==> src/rtl/summer_pkg.sv <==
// Shared types and helpers for the AXI-Stream packet summer.
package summer_pkg;

   localparam int BUS_WIDTH    = 32;
   localparam int STRB_W       = BUS_WIDTH / 8;
   localparam int LEN_FLAG_BIT = 31;

   typedef logic [1:0] state_t;
   localparam state_t ACCUM    = 2'd0;
   localparam state_t SEND_CNT = 2'd1;
   localparam state_t SEND_SUM = 2'd2;

   // Bytes whose strobe bit is clear contribute zero to the sum.
   function automatic logic [BUS_WIDTH-1:0] strb_mask(
      input logic [BUS_WIDTH-1:0] data,
      input logic [STRB_W-1:0]    strb
   );
      logic [BUS_WIDTH-1:0] masked;
      masked = '0;
      for (int b = 0; b < STRB_W; b++) begin
         masked[8*b +: 8] = strb[b] ? data[8*b +: 8] : 8'h00;
      end
      return masked;
   endfunction

endpackage

==> src/rtl/axis_packet_summer.sv <==
// Sums each tlast-delimited input packet and emits a count beat then a sum beat.
// Optional macro SUMMER_LEN_CHECK_EN flags packets longer than MAX_WORDS in count bit 31.
module axis_packet_summer
   import summer_pkg::*;
#(
   parameter int DATA_WIDTH = 32,
   parameter int CNT_WIDTH  = 16,
   parameter int MAX_WORDS  = 4096
) (
   input  logic                    axis_aclk,
   input  logic                    axis_reset,
   input  logic [DATA_WIDTH-1:0]   s01_axis_tdata,
   input  logic [DATA_WIDTH/8-1:0] s01_axis_tstrb,
   input  logic                    s01_axis_tvalid,
   input  logic                    s01_axis_tlast,
   output logic                    s01_axis_tready,
   output logic [DATA_WIDTH-1:0]   m01_axis_tdata,
   output logic [DATA_WIDTH/8-1:0] m01_axis_tstrb,
   output logic                    m01_axis_tvalid,
   output logic                    m01_axis_tlast,
   input  logic                    m01_axis_tready
);

   if (DATA_WIDTH != BUS_WIDTH || CNT_WIDTH > LEN_FLAG_BIT || CNT_WIDTH < 1 || MAX_WORDS < 1) begin : gBadParams
      $error("axis_packet_summer: unsupported parameter combination");
   end

   state_t                  r_state;
   logic [BUS_WIDTH-1:0]    r_sum;
   logic [CNT_WIDTH-1:0]    r_cnt;
   logic [BUS_WIDTH-1:0]    r_outSum;
   logic                    r_sReady;
   logic [BUS_WIDTH-1:0]    r_mData;
   logic [STRB_W-1:0]       r_mStrb;
   logic                    r_mValid;
   logic                    r_mLast;

   logic                    w_accept;
   logic [BUS_WIDTH-1:0]    w_sumNext;
   logic [CNT_WIDTH-1:0]    w_cntNext;
   logic                    w_lenFlag;
   logic [BUS_WIDTH-1:0]    w_cntWord;

   assign w_accept  = s01_axis_tvalid & r_sReady;
   assign w_sumNext = r_sum + strb_mask(s01_axis_tdata, s01_axis_tstrb);
   assign w_cntNext = (&r_cnt) ? r_cnt : r_cnt + CNT_WIDTH'(1);

`ifdef SUMMER_LEN_CHECK_EN
   assign w_lenFlag = (32'(w_cntNext) > 32'(MAX_WORDS));
`else
   assign w_lenFlag = 1'b0;
`endif

   assign w_cntWord = {w_lenFlag, LEN_FLAG_BIT'(w_cntNext)};

   // Output registers are loaded on the transition into each send state so
   // they stay frozen while the downstream holds tready low.
   always_ff @(posedge axis_aclk) begin
      if (axis_reset) begin
         r_state  <= ACCUM;
         r_sum    <= '0;
         r_cnt    <= '0;
         r_outSum <= '0;
         r_sReady <= 1'b0;
         r_mData  <= '0;
         r_mStrb  <= '0;
         r_mValid <= 1'b0;
         r_mLast  <= 1'b0;
      end else begin
         case (r_state)
            ACCUM: begin
               r_sReady <= 1'b1;
               if (w_accept) begin
                  if (s01_axis_tlast) begin
                     r_outSum <= w_sumNext;
                     r_sum    <= '0;
                     r_cnt    <= '0;
                     r_mData  <= w_cntWord;
                     r_mStrb  <= '1;
                     r_mValid <= 1'b1;
                     r_mLast  <= 1'b0;
                     r_sReady <= 1'b0;
                     r_state  <= SEND_CNT;
                  end else begin
                     r_sum <= w_sumNext;
                     r_cnt <= w_cntNext;
                  end
               end
            end
            SEND_CNT: begin
               if (m01_axis_tready) begin
                  r_mData <= r_outSum;
                  r_mLast <= 1'b1;
                  r_state <= SEND_SUM;
               end
            end
            SEND_SUM: begin
               if (m01_axis_tready) begin
                  r_mData  <= '0;
                  r_mStrb  <= '0;
                  r_mValid <= 1'b0;
                  r_mLast  <= 1'b0;
                  r_sReady <= 1'b1;
                  r_state  <= ACCUM;
               end
            end
            default: begin
               r_state <= ACCUM;
            end
         endcase
      end
   end

   assign s01_axis_tready = r_sReady;
   assign m01_axis_tdata  = r_mData;
   assign m01_axis_tstrb  = r_mStrb;
   assign m01_axis_tvalid = r_mValid;
   assign m01_axis_tlast  = r_mLast;

endmodule
==> config.mk <==
export PLATFORM = sky130hd
export DESIGN_NAME = axis_packet_summer
export DESIGN_NICKNAME = d
export VERILOG_FILES = /design/src/rtl/summer_pkg.sv /design/src/rtl/axis_packet_summer.sv
export SDC_FILE = /design/constraint.sdc
export NUM_CORES = 1
export LEC_CHECK = 0
export CAP_MARGIN = 20
export CORE_MARGIN = 2
export CORE_UTILIZATION = 55
export CTS_CLUSTER_SIZE = 10
export DETAILED_ROUTE_END_ITERATION = 12
export DONT_BUFFER_PORTS = 1
export GPL_TIMING_DRIVEN = 0
export PLACE_DENSITY = 0.72
export SLEW_MARGIN = 5
export SYNTH_ARGS = -nofsm -noshare
export SYNTH_HDL_FRONTEND = slang
export SYNTH_SLANG_ARGS = --single-unit
==> constraint.sdc <==
create_clock -name axis_aclk -period 7.2 [get_ports axis_aclk]
set_input_delay 1.44 -clock axis_aclk [delete_from_list [all_inputs] [get_ports axis_aclk]]
set_output_delay 1.44 -clock axis_aclk [all_outputs]
set_load 0.01 [all_outputs]
## Word-level counts from Yosys, hierarchy flattened

Cells that the tools add are included.

- Shift operators: 0
- Bitwise logic cells: 1
- Magnitude comparators: 0
- $mul: 0
- Div/mod/pow operators: 0
- Muxes and demuxes: 32
- Reduce and logical (&&, ||, !) cells: 10
- Equal/unequal tests: 6
- Add/subtract/negate cells: 2

Operators with widths:

| kind | number |
|---|---|
| $mux W32 | 5 |
| $pmux W32 S3 | 1 |
| $add A32 B32 Y32 | 1 |
| $mux W16 | 2 |
| $mux W8 | 4 |
| $add A16 B1 Y16 const B | 1 |
| $reduce_and A16 Y1 | 1 |
| $mux W4 | 3 |
| $mux W1 | 8 |
| $mux W2 | 4 |
| $ne A2 B2 Y1 const B | 4 |
| $pmux W4 S2 | 1 |
| $reduce_and A4 Y1 | 2 |
| $pmux W2 S3 | 1 |
| $reduce_and A5 Y1 | 1 |
| $pmux W1 S2 | 2 |
| $reduce_and A2 Y1 | 2 |
| $pmux W1 S3 | 1 |
| $reduce_and A3 Y1 | 1 |
| $reduce_bool A3 Y1 | 1 |
| $eq A2 B1 Y1 const B | 1 |
| $eq A2 B2 Y1 const B | 1 |
| $logic_not A2 Y1 | 1 |
| $reduce_bool A2 Y1 | 1 |
| $and A1 B1 Y1 | 1 |

- Output and inout bits: 39
- Memories: 0
- Bits in registers: 121
- Latch bits: 0
- ROM bits: 0
- RAM bits: 0

## Depth between registers and ports, before layout

Gate-level depths: netlist of run 1.

- Depth after elaboration: 5
- Gate-level depth with buffers: 11

## Worst setup path before layout of run 1

No wires, ideal clock.

- Kind: input -> register
- Start point: input port s01_axis_tdata[0]
- End point: register r_outSum[30]
- Buffers on the path: 0
- Cell stages on the path: 11
- Data required time: 7.138 ns
- Setup slack: 3.723 ns
- Data arrival time: 3.415 ns
- Cells stage by stage: and2_1 ha_1 inv_1 fa_1 nand2b_1 a21oi_2 o21ai_1 a31oi_4 a31oi_1 or4_1 nand3_1

- Cells in the longest elaborated chain, start to end: 2

RTL lines:

| element | RTL line | text |
|---|---|---|
| start, declared | axis_packet_summer.sv:12 | `input logic [DATA_WIDTH-1:0] s01_axis_tdata,` |
| $mux W8 | summer_pkg.sv:21 | `masked[8*b +: 8] = strb[b] ? data[8*b +: 8] : 8'h00;` |
| $add A32 B32 Y32 | axis_packet_summer.sv:45 | `assign w_sumNext = r_sum + strb_mask(s01_axis_tdata, s01_axis_tstrb);` |
| end signal, assigned | axis_packet_summer.sv:75 | `r_outSum <= w_sumNext;` |
| end, declared | axis_packet_summer.sv:31 | `logic [BUS_WIDTH-1:0] r_outSum;` |

Every way passes these cells.
A chain may end at the register's enable or synchronous reset.

## Worst setup path after layout of run 1

Ends and elaborated chain as after synthesis.

==> impl_metrics.json, run 1 <==
{
  "ir_drop_mv": 0.218,
  "dieArea_mm2": 0.0135,
  "postSynth.asyncResetShare_pct": 0,
  "cts_tree": "built",
  "swShare_pct": 34.7,
  "final_nets": 981,
  "p_total_uw": 2160,
  "ys_ff_latch": 117,
  "grt_pass1_vias": 6253,
  "ant_nets": 0,
  "die_h_um": 116,
  "pin_count": 80,
  "final_common_cell": "nand2_1",
  "yosysWarnings": 0,
  "rr_worst_depth": 8,
  "yosys-top-cells-area": "dfxtp_1, nand2_1, a21oi_1, ha_1, nor2_1",
  "p_leak_uw": 0.00299,
  "rsz0062_at_grt": "false",
  "clock_skew_ns": 0.00526,
  "regToRegSetupSlack_ns": 4.35,
  "wl_per_cell_um": 19.7,
  "min_period_ns": 3.48,
  "vias": 6730,
  "synth_edf_count": 0,
  "drt_iter0_markers": 595,
  "place_ws_ns": 3.33,
  "antennaDiodeCount": 0,
  "hp-start": "r_outSum[11]$_SDFFE_PP0P_",
  "grt-ovfl-total": 0,
  "utilization_pct": 62.2,
  "synth.largest_area_cell": "dfxtp_1",
  "grt_first_pass_wirelength_um": 33300,
  "seqPwrFrac_pct": 34.8,
  "rows": 41,
  "path_max_fanout": 4,
  "setup.worst_path.start_class": "input pin",
  "power.internal_uw": 1410,
  "syn-instance-count": 885,
  "max_freq_mhz": 287,
  "cp_slowest_stage_delay_ns": 0.43,
  "tightest_slew_ns": 0.987,
  "clk_pin_slew_worst_paths_ns": 0.05,
  "fin_ws_ns": 3.72,
  "fp.dieW_um": 116,
  "gp_congestion": 0.935,
  "synth_nets": 962,
  "clock_latency_ns": 0.42,
  "p_switching_uw": 751,
  "drive_gt1_share_pct": 7.42,
  "cts_setup_buffers": 0,
  "vias_per_cell": 6.18,
  "post-route-period-util_pct": 48.3,
  "placed_cell_area_mm2": 0.00715,
  "tns_ns": 0,
  "syn_area_per_cell_um2": 7.84,
  "drc": 0,
  "antenna_found_initial": 0,
  "regToRegEndpoint": "m01_axis_tdata[6]$_SDFFE_PP0P_",
  "wl_um": 21500,
  "final_cell_mix": "nand2_1, dfxtp_1, a21oi_1",
  "whs_path_depth": 2,
  "pwr_density_cell_mw_per_mm2": 279,
  "setup.worst_path.end_class": "register",
  "hold_path.class": "register to register",
  "critPathRequiredTime_ns": 7.56,
  "r2r-start": "r_state[0]$_SDFFE_PP0P_",
  "clockRootBuffer": "clkbuf_16",
  "syn_area_mm2": 0.00694,
  "h-tree-depth": 4,
  "design_area_mm2": 0.00775,
  "synth_top_area_share_pct": 33.8,
  "drv_slew": 0,
  "hold_path_end": "r_outSum[11]$_SDFFE_PP0P_",
  "syn_to_final_growth_pct": 11.7,
  "ys_seq_area_share_pct": 33.8,
  "crit_type": "input pin to register",
  "numCtsBuffers": 17,
  "grt_max_degree": 17,
  "crit_chain": "and2_1, ha_1, inv_1, fa_1, nand2b_1, a21oi_2, o21ai_1, a31oi_4, a31oi_1, or4_1, nand3_1",
  "worst-endpoint-arrival_ns": 3.84,
  "synth_ff_type": "dfxtp_1",
  "synth.distinct_cells": 68,
  "core_mm2": 0.0125,
  "slew_headroom_pct": 33.8,
  "setup_viol": 0,
  "status": "complete, no violations",
  "io_buffers": 0,
  "clockPowerShare_pct": 40.5,
  "track_usage_pct": 32.4,
  "dr.pass1.iters": 7,
  "start_util_pct": 55.6,
  "dp_hpwl_um": 16100,
  "final_hold_viol_count": 0,
  "clk_path_buf_depth": 2,
  "drv_cap": 0,
  "post_cts_resized": 0,
  "cp_slowest_cell": "or4_1",
  "hold_buffers": 0,
  "combPwrFrac_pct": 24.7,
  "clock_sinks": 117
}
[cells in the mapped netlist, drive strengths merged, types with 10 or more instances]
library cell,instances
nand2,123
a22oi,12
a31oi,10
nor3,15
a21oi,95
nand3,48
ha,35
a211oi,16
a21o,16
and2,35
clkbuf,41
xor2,14
buf,17
xnor2,20
dfxtp,117
nor2,68
nand4,14
and3,13
inv,20
o21ai,54
a22o,10
[flip-flops by register name, summed over array words and instances, names as in the netlist]
signal	cells
m01_axis_tlast	1
r_state	2
r_cnt	16
m01_axis_tdata	32
m01_axis_tstrb	1
r_sum	32
r_outSum	32
s01_axis_tready	1
[worst max path at each step]
stage,slack [ns],cells after the start,end,start
floorplan,3.72,11,r_outSum[30]$_SDFFE_PP0P_,s01_axis_tdata[0]
global placement,3.39,11,r_outSum[30]$_SDFFE_PP0P_,s01_axis_tdata[0]
detailed placement,3.33,11,r_outSum[30]$_SDFFE_PP0P_,s01_axis_tdata[0]
CTS,3.76,11,r_outSum[30]$_SDFFE_PP0P_,s01_axis_tdata[0]
global route,3.58,11,r_outSum[30]$_SDFFE_PP0P_,s01_axis_tdata[0]
finish,3.72,11,r_outSum[30]$_SDFFE_PP0P_,s01_axis_tdata[0]
[kinds of logic after synthesis]
kind of cell / after synthesis / share of synthesized area [%]
xor gates and xnor gates: 34 / 4.29
and+or+nand+nor: 350 / 24.4
muxes: 3 / 0.433
buffers and inverters: 78 / 4.67
DFF: 117 / 33.8
adders and majority gates: 36 / 6.60
AOI/OAI and AO/OA: 267 / 25.8
[power groups by stage]
| stage | logic (uW) | registers (uW) | clock network [uW] |
|---|---|---|---|
| 4_1_cts | 523 | 753 | 879 |
| 3_3_place_gp | 511 | 764 | 0 |
| 2_1_floorplan | 353 | 751 | 0 |
| 5_1_grt | 582 | 757 | 908 |
| 3_5_place_dp | 519 | 766 | 0 |
| 6_report | 535 | 753 | 876 |
[through the flow]
stage / hold slack, ns / cells
2_1_floorplan: 0.432 / 885
3_3_place_gp: 0.445 / 1057
3_5_place_dp: 0.451 / 1057
4_1_cts: 0.458 / 1089
5_1_grt: 0.475 / 1089
6_report: 0.455 / 1089
[worst max-delay path: cells and delay by family]
| family | cells | cell delay (ns) |
|---|---|---|
| adders and majority gates | 2 | 0.56 |
| and+or+nand+nor | 4 | 0.82 |
| buffers and inverters | 1 | 0.06 |
| AOI/OAI and AO/OA | 4 | 0.95 |
[layer usage]
metal	track usage, %	routed length (um)	up-vias
met5	0	0	-
met1	44.0	9410	3199
li1	-	-	3216
met2	50.9	9860	274
met4	11.3	519	0
met3	7.16	1690	41
[layout make-up]
type                       count  area [um2]
tap                          172         215
fill                        1158        4720
clock buffer                  21         440
sequential                   117        2340
clock inverter                11         158
multi-input combinational    690        4270
inverter                      20        75.1
buffer                        58         249
Power figures use the tool's default switching activity.
==> inputs of run 2 (changes only) <==
--- a/config.mk
+++ b/config.mk
@@ -12,7 +12,7 @@
 export DETAILED_ROUTE_END_ITERATION = 12
 export DONT_BUFFER_PORTS = 1
 export GPL_TIMING_DRIVEN = 0
-export PLACE_DENSITY = 0.72
+export PLACE_DENSITY = 0.75
 export SLEW_MARGIN = 5
 export SYNTH_ARGS = -nofsm -noshare
 export SYNTH_HDL_FRONTEND = slang
==> constraint.sdc (replaced) <==
create_clock -name axis_aclk -period 3.2 [get_ports axis_aclk]
set_input_delay 0.64 -clock axis_aclk [delete_from_list [all_inputs] [get_ports axis_aclk]]
set_output_delay 0.64 -clock axis_aclk [all_outputs]
set_load 0.01 [all_outputs]
==> run 2 against run 1 <==
Against the previous run: die area stayed put; core utilization is 0.26 points higher; non-clock buffer count stayed put; worst setup slack worse by 3.3 ns; global-route usage is 1.3 points lower; critical path depth is 3 lower; worst hold slack hardly changed; largest cell class unchanged.
==> impl_metrics.json, run 2 (synthesis gave the netlist of run 1 again) <==
{
  "pin_count": 80,
  "slew_headroom_pct": 34.1,
  "power.internal_uw": 3280,
  "rows": 41,
  "grt_pass1_vias": 6108,
  "dieArea_mm2": 0.0135,
  "core_mm2": 0.0125,
  "ir_drop_mv": 0.434,
  "grt_first_pass_wirelength_um": 32000,
  "clock_sinks": 117,
  "setup_viol": 0,
  "final_nets": 981,
  "swShare_pct": 34.1,
  "p_total_uw": 4970,
  "wl_per_cell_um": 18.9,
  "fp.dieW_um": 116,
  "placed_cell_area_mm2": 0.00715,
  "antennaDiodeCount": 0,
  "final_hold_viol_count": 0,
  "vias_per_cell": 6.21,
  "path_max_fanout": 10,
  "tns_ns": 0,
  "pwr_density_cell_mw_per_mm2": 638,
  "final_common_cell": "nand2_1",
  "critPathRequiredTime_ns": 3.55,
  "hold_buffers": 0,
  "clk_path_buf_depth": 2,
  "grt-ovfl-total": 0,
  "setup.worst_path.start_class": "register",
  "post_cts_resized": 0,
  "drc": 0,
  "antenna_found_initial": 0,
  "grt_max_degree": 17,
  "die_h_um": 116,
  "drv_slew": 0,
  "clock_skew_ns": 0.0103,
  "cts_setup_buffers": 0,
  "holdWs_ns": 0.455,
  "numCtsBuffers": 17,
  "cts_tree": "built",
  "ant_nets": 0,
  "regToRegSetupSlack_ns": 0.38,
  "dp_hpwl_um": 15000,
  "final_cell_mix": "nand2_1, dfxtp_1, a21oi_1",
  "max_freq_mhz": 355,
  "syn_to_final_growth_pct": 12.2,
  "drv_cap": 0,
  "hold_path.class": "register to register",
  "clock_latency_ns": 0.43,
  "h-tree-depth": 4,
  "status": "complete, no violations",
  "combPwrFrac_pct": 24.0,
  "start_util_pct": 55.6,
  "seqPwrFrac_pct": 34.0,
  "post-route-period-util_pct": 88.1,
  "clockRootBuffer": "clkbuf_16",
  "fillers": 1168,
  "p_switching_uw": 1690,
  "track_usage_pct": 31.1,
  "clk_pin_slew_worst_paths_ns": 0.05,
  "io_buffers": 0,
  "clockPowerShare_pct": 42.0,
  "rsz0062_at_grt": "false",
  "setup.worst_path.end_class": "register",
  "min_period_ns": 2.82,
  "vias": 6759,
  "wl_um": 20600,
  "dr.pass1.iters": 5,
  "crit_type": "register to register",
  "design_area_mm2": 0.00778,
  "p_leak_uw": 0.00301,
  "utilization_pct": 62.4,
  "drt_iter0_markers": 686,
  "tightest_slew_ns": 0.983,
  "drive_gt1_share_pct": 7.52,
  "worst-endpoint-arrival_ns": 3.17,
  "gp_congestion": 0.972
}
-- run 2: final cells by class --
type,count,area [um2],share of cell area [%]
clock inverter,11,180,2.32
tap,172,215,2.77
inverter,20,75.1,0.965
clock buffer,21,450,5.79
multi-input combinational,690,4270,54.9
buffer,58,249,3.20
sequential,117,2340,30.1
-- run 2: critical path, stage by stage, from the launching register on --
cell and delay, ns:
dfxtp_1 0.35, inv_1 0.07, ha_1 0.27, clkbuf_1 0.24
inv_1 0.20, a211oi_1 0.67, clkbuf_1 0.52, nand3_1 0.22
a21oi_1 0.19
-- run 2: power groups by stage --
stage / logic (uW) / registers, uW / clock network, uW
2_1_floorplan: 795 / 1690 / 0
3_3_place_gp: 1150 / 1720 / 0
3_5_place_dp: 1150 / 1720 / 0
4_1_cts: 1160 / 1690 / 2090
5_1_grt: 1300 / 1700 / 2140
6_report: 1190 / 1690 / 2090
-- run 2: worst paths after layout --
check                                     to                       from  cells past startpoint
max reg2reg  m01_axis_tdata[19]$_SDFFE_PP0P_    r_state[0]$_SDFFE_PP0P_                      8
max          m01_axis_tdata[19]$_SDFFE_PP0P_    r_state[0]$_SDFFE_PP0P_                      8
min                r_outSum[18]$_SDFFE_PP0P_  r_outSum[18]$_SDFFE_PP0P_                      2
min reg2reg        r_outSum[18]$_SDFFE_PP0P_  r_outSum[18]$_SDFFE_PP0P_                      2
-- run 2: per-layer routing --
layer,routed length [um],track usage (%),up-vias
li1,-,-,3230
met1,9150,41.8,3176
met2,9110,47.6,310
met3,1890,8.82,43
met4,485,11.3,0
met5,0,0,-
-- run 2: stage by stage --
stage	instances	worst slack [ns]
after floorplan	885	0.523
after global placement	1057	0.201
after detailed placement	1057	0.145
after CTS	1089	0.481
after global routing	1089	0.211
final	1089	0.381
